<file path="src/rtl/nvic_nested.sv">
// Nesting priority interrupt controller: latches level/edge sources, masks them with ENABLE,
// and presents the highest code that is strictly above the current in-service level.
module nvic_nested #(
    parameter int N_SRC  = 11,
    parameter int CODE_W = 4
) (
    input  logic              i_clk,
    input  logic              i_rstn,
    input  logic [1:0]        i_memAddr,
    input  logic [15:0]       i_memDataIn,
    input  logic              i_memWrEn,
    output logic [15:0]       o_memDataOut,
    input  logic [N_SRC-1:0]  i_irq,
    input  logic              i_intAck,
    output logic [CODE_W-1:0] o_intCode,
    output logic              o_intEn,
    output logic [CODE_W-1:0] o_isrLevel
);

    localparam logic [1:0] ADDR_ENABLE = 2'b00;
    localparam logic [1:0] ADDR_FLAGS  = 2'b01;
    localparam logic [1:0] ADDR_MODE   = 2'b10;
    localparam logic [1:0] ADDR_ISR    = 2'b11;

    logic [N_SRC-1:0]  enable_q, enable_d;
    logic [N_SRC-1:0]  flags_q, flags_d;
    logic [N_SRC-1:0]  mode_q, mode_d;
    logic [N_SRC-1:0]  isr_q, isr_d;
    logic [N_SRC-1:0]  irq_prev_q;

    logic [N_SRC-1:0]  pend;
    logic [N_SRC-1:0]  wr_data;
    logic [N_SRC-1:0]  set_mask;
    logic [N_SRC-1:0]  w1c_mask;
    logic [N_SRC-1:0]  ack_mask;
    logic [N_SRC-1:0]  eoi_mask;
    logic [N_SRC-1:0]  rd_reg;
    logic [CODE_W-1:0] cand_code;
    logic [CODE_W-1:0] isr_level;
    logic [CODE_W-1:0] int_code;
    logic              ack_fire;
    logic              eoi;
    logic              unused_wdata;

    assign pend         = enable_q & flags_q;
    assign wr_data      = i_memDataIn[N_SRC:1];
    assign unused_wdata = ^i_memDataIn;

    always_comb begin
        cand_code = '0;
        isr_level = '0;
        for (int k = 0; k < N_SRC; k++) begin
            if (pend[k]) cand_code = CODE_W'(k + 1);
            if (isr_q[k]) isr_level = CODE_W'(k + 1);
        end
    end

    // Only a strictly higher code than the one in service may be presented.
    assign int_code   = (cand_code > isr_level) ? cand_code : '0;
    assign o_intCode  = int_code;
    assign o_intEn    = |int_code;
    assign o_isrLevel = isr_level;

    assign ack_fire = i_intAck & o_intEn;
    assign eoi      = i_memWrEn && (i_memAddr == ADDR_ISR);
    assign w1c_mask = (i_memWrEn && (i_memAddr == ADDR_FLAGS)) ? wr_data : '0;

    always_comb begin
        ack_mask = '0;
        eoi_mask = '0;
        for (int k = 0; k < N_SRC; k++) begin
            ack_mask[k] = ack_fire && (int_code == CODE_W'(k + 1));
            eoi_mask[k] = eoi && (isr_level == CODE_W'(k + 1));
        end
    end

    // Level sources set while high; edge sources only on a 0->1 sample.
    assign set_mask = i_irq & ~(mode_q & irq_prev_q);

    always_comb begin
        flags_d  = (flags_q & ~(w1c_mask | ack_mask)) | set_mask;
        isr_d    = (isr_q & ~eoi_mask) | ack_mask;
        enable_d = (i_memWrEn && (i_memAddr == ADDR_ENABLE)) ? wr_data : enable_q;
        mode_d   = (i_memWrEn && (i_memAddr == ADDR_MODE)) ? wr_data : mode_q;
    end

    always_ff @(posedge i_clk) begin
        if (!i_rstn) begin
            enable_q   <= '0;
            flags_q    <= '0;
            mode_q     <= '0;
            isr_q      <= '0;
            irq_prev_q <= '0;
        end else begin
            enable_q   <= enable_d;
            flags_q    <= flags_d;
            mode_q     <= mode_d;
            isr_q      <= isr_d;
            irq_prev_q <= i_irq;
        end
    end

    always_comb begin
        unique case (i_memAddr)
            ADDR_ENABLE: rd_reg = enable_q;
            ADDR_FLAGS:  rd_reg = flags_q;
            ADDR_MODE:   rd_reg = mode_q;
            default:     rd_reg = isr_q;
        endcase
    end

    always_comb begin
        o_memDataOut = '0;
        o_memDataOut[N_SRC:1] = rd_reg;
    end

endmodule
</file>
<file path="config.mk">
export PLATFORM = sky130hd
export DESIGN_NAME = nvic_nested
export DESIGN_NICKNAME = d
export VERILOG_FILES = /design/src/rtl/nvic_nested.sv
export SDC_FILE = /design/constraint.sdc
export NUM_CORES = 1
export LEC_CHECK = 0
export CORE_MARGIN = 1
export CORE_UTILIZATION = 55
export CTS_CLUSTER_SIZE = 28
export DETAILED_ROUTE_END_ITERATION = 16
export HOLD_SLACK_MARGIN = 0.05
export PLACE_DENSITY = 0.9
export SYNTH_ARGS = -nofsm -noshare
export SYNTH_HDL_FRONTEND = slang
export SYNTH_SLANG_ARGS = --single-unit
export TNS_END_PERCENT = 1
</file>
<file path="constraint.sdc">
create_clock -name i_clk -period 7.1 [get_ports i_clk]
set_clock_uncertainty 0.1 [all_clocks]
set_input_delay 2.13 -clock i_clk [delete_from_list [all_inputs] [get_ports i_clk]]
set_output_delay 2.13 -clock i_clk [all_outputs]
set_load 0.02 [all_outputs]
</file>
# Word-level counts from Yosys, hierarchy flattened
# Cells that the tools add are included.
# word_totals
latchBits	0
reg_bits	55
mem_bits_ro	0
elab_cells	96
output_inout_bits	25
mem_count	0
input_bits	33
ram_bits	0
# classes
n_reduce_logical	28
n_shift	0
n_lt_le_gt_ge	1
n_addsub	0
n_mux	25
div_mod_pow	0
n_eq_ne	25
n_mul	0
n_bitwise	12
# ops
op	n
2-to-1 mux 4 bit	21
bitwise AND 11 bit	5
inverter 11 bit	3
OR 11 bit	3
one-hot mux 11 bit (3 select lines)	1
equality test 4 x 3 -> 1 bit, second input constant	8
equality test 4 bit, second input constant	8
logical AND 1 bit	26
equality test 4 x 2 -> 1 bit, second input constant	4
2-to-1 mux 11 bit	1
equality test 4 x 1 -> 1 bit, second input constant	2
equality test 2 bit, second input constant	2
> comparator 4 bit	1
OR reduction 4 bit	1
equality test 2 x 1 -> 1 bit, second input constant	1
logical NOT 2 bit	1
2-to-1 mux 1 bit	2
bitwise AND 1 bit	1

# Logic depth before layout (Yosys ltp)
# logic_depth
word_depth	21
depth_mapped	13

# Worst setup path after synthesis
# Ideal clock, no wire load.
# synth_timing
path_kind	input port to output port
startpoint	input port i_memAddr[0]
endpoint	output port o_memDataOut[10]
arrival_time_ps	3008
t_required_ps	4870
path_buffers	1
path_slack_ps	1862
path_stages	2
cell_sequence	buf_2 > mux4_2
# synth_via
elab_chain_len	2
# synth_lines
item	line_no	source
start, declared	9	input logic [1:0] i_memAddr,
equality test 2 bit, or another cell as far along	104	unique case (i_memAddr)
one-hot mux 11 bit (3 select lines) (*)	104	
end, declared	12	output logic [15:0] o_memDataOut,
# Mark *: on every way between the ends. The rest lies on a longest branch, timed or not.

# Worst setup path after layout
# layout_timing
startpoint	input port i_memAddr[1]
endpoint	output port o_memDataOut[4]
# The elaborated chain is that of the path after synthesis.

==> results.py <==
metrics = {
    "worst_setup_path": {
        "worstRegToRegCells": 12,
        "critPathArrivalTime_ns": 4.09,
        "path_common_cell": "clkdlybuf4s50_1",
        "reg2reg_to": "flags_q[8]",
        "r2r_start": "flags_q[4]",
        "cp_slowest_cell": "clkdlybuf4s50_1",
        "path_buf_inv": 2,
        "critical-path-max-stage-delay_ns": 0.97,
        "endpoint_kind": "primary output",
        "crit_required_ns": 4.87,
        "crit_type": "in -> out",
        "critPathTopFamily": "buffers and inverters",
        "worstPathMaxFanout": 15,
        "start_kind": "input pin",
        "path_cells": "clkdlybuf4s50_1 > mux4_2 > clkdlybuf4s50_1",
        "reg2reg_slack_ns": 3.91,
    },
    "cts": {
        "htree_levels": 2,
        "numClockSinks": 55,
        "cts_tree": "yes",
        "path_clk_slew_ns": 0.09,
        "cts_buffers": 5,
        "insertion_delay_ns": 0.31,
        "cts_hold_buf": 0,
        "ctsResizeCount": 0,
        "cts_buffer_depth": 2,
        "cts_setup_buffers": 0,
        "cts_root_buffer": "clkbuf_8",
    },
    "cells_and_area": {
        "final_common_cell": "dfxtp_1",
        "area_growth_pct": 21.6,
        "drive_gt1_share_pct": 10.2,
        "antenna_cells": 0,
        "fin_nets": 378,
        "instances_no_fill": 409,
        "final_cell_mix": "55 x dfxtp_1, 47 x clkdlybuf4s50_1, 39 x nand2_1",
    },
    "synth": {
        "yosysSeqAreaShare_pct": 39.1,
        "ys_seq_elements": 55,
        "synth_cells": 297,
        "yosys_warnings": 0,
        "async_flop_share_pct": 0,
        "ys.flop_type": "dfxtp_1",
        "synth_edf_count": 0,
        "syn_area_um2": 2820,
        "synth_cell_types": 48,
        "avgSynthCellArea_um2": 9.48,
    },
    "hold_path": {
        "hold_path.startpoint": "irq_prev_q[10]",
        "worstHoldPathType": "reg -> reg",
        "holdPathStages": 2,
        "min_to": "flags_q[10]",
    },
    "drt": {
        "antenna_left": 0,
        "drt_iter0_drc": 235,
        "via_count": 2468,
        "avgRoutedWirePerCell_um": 16.8,
        "drt_wl_total_um": 6860,
        "viasPerCell": 6.03,
        "dr.pass1.iters": 4,
        "remaining_drc_errors": 0,
    },
    "floorplanning": {
        "die_h_um": 73.6,
        "dieArea_um2": 5410,
        "initial_core_util_pct": 58.5,
        "rows": 25,
        "ioPinCount": 58,
        "die_x_um": 73.6,
        "core_region_area_um2": 4820,
    },
    "placement": {
        "port_buffers": 47,
        "dp_hpwl_um": 4930,
        "dpl_worst_slack_ns": 0.790,
        "routabilityCongestion": 0.878,
        "placedCellCount": 401,
    },
    "status": {
        "status": "finished, final reports clean",
    },
    "global_route": {
        "grt-ovfl-total": 0,
        "grt_usage_pct": 27.0,
        "antenna_found_initial": 0,
        "grt_pass1_vias": 2315,
        "grt_pass1_wl_um": 10900,
        "grt_max_degree": 57,
    },
    "timing": {
        "fin_crit_sh_pct": 89.0,
        "fmax_mhz": 158,
        "worst_slack_ns": 0.781,
        "setup_violations": 0,
        "fin_setup_tns_ns": 0,
        "grt_setup_unrepaired": "false",
        "hold_viol": 0,
        "holdWs_ns": 0.389,
        "slew_headroom_pct": 34.5,
        "slew_viol_final": 0,
        "fin_crit_ns": 6.32,
        "worstMarginPinSlew_ns": 0.979,
    },
    "power_and_ir_drop": {
        "p_leak_nw": 1.33,
        "peakVddDrop_mv": 0.141,
        "power_density_nw_per_um2": 191,
        "p_total_mw": 0.653,
    },
    "run": {
        "drv_cap": 0,
    },
}
worst max-delay path by stage:
stage / startpoint / to / slack, ns / cells after the start
floorplan: i_memAddr[0] / o_memDataOut[10] / 1.86 / 2
global placement: i_memAddr[1] / o_memDataOut[7] / 0.83 / 3
detailed placement: i_memAddr[1] / o_memDataOut[4] / 0.79 / 3
CTS: i_memAddr[1] / o_memDataOut[4] / 0.79 / 3
global route: i_memAddr[1] / o_memDataOut[4] / 0.75 / 3
finish: i_memAddr[1] / o_memDataOut[4] / 0.78 / 3
worst register-to-register path, delay by kind of cell, from the launching register on:
family | cells | cell delay, ns
compound gates | 6 | 1.37
buf+inv | 2 | 0.18
fa+ha+maj | 1 | 0.20
simple gates | 3 | 0.85
flops | 1 | 0.39
layout make-up:
cell class / instances / area, um2
multi-input combinational: 219 / 1610
fill: 384 / 1390
sequential: 55 / 1100
timing repair buffer: 50 / 493
clock buffer: 8 / 100
tap: 67 / 83.8
inverter: 10 / 37.5
Yosys cell counts (3+ instances only):
master	n	area, um2
nand4_1	5	31.3
inv_1	4	15.0
buf_4	5	37.5
mux2i_1	22	220
clkbuf_1	8	30.0
nand3_1	10	50.1
nand2_1	39	146
o21ai_0	3	15.0
a21oi_1	15	75.1
and2_1	11	68.8
nor2b_1	24	150
dfxtp_1	55	1100
nor2_1	10	37.5
buf_2	4	20.0
ha_1	4	50.1
a22oi_1	3	22.5
o31ai_1	3	22.5
inv_2	5	18.8
a21boi_1	8	60.1
mux4_2	11	248
a22o_1	14	123
o41ai_1	3	26.3
layer usage:
layer	up-vias	global-route usage [%]	share of wire, %
met4	0	12.4	2.5
li1	1151	-	-
met3	25	4.53	7.5
met1	1164	33.7	41
met2	128	45.5	48
met5	-	0	0
through the flow:
step,area [um2],utilization (%)
4_1_cts,3430,71.1
3_3_place_gp,3330,69.0
2_1_floorplan,2830,-
5_1_grt,3430,71.1
3_5_place_dp,3330,69.0
6_report,3430,71.1
state kept, by name, indices dropped and copies added (netlist names):
| signal | flops |
|---|---|
| mode_q | 11 |
| irq_prev_q | 11 |
| isr_q | 11 |
| enable_q | 11 |
| flags_q | 11 |
logic make-up after synthesis:
group	synth area share [%]
multiplexers	16.6
other	0.133
adder cells (fa/ha/maj)	1.78
AND/OR/NAND/NOR	21.4
buffers and inverters	4.44
flip-flops	39.1
AO/OA/AOI/OAI	16.6
report_power, final:
| group | internal (mW) | total [mW] | switching, mW |
|---|---|---|---|
| combinational | 0.0613 | 0.130 | 0.0691 |
| clock | 0.0892 | 0.188 | 0.0983 |
| sequential | 0.323 | 0.336 | 0.0126 |
Power figures use the tool's default switching activity.
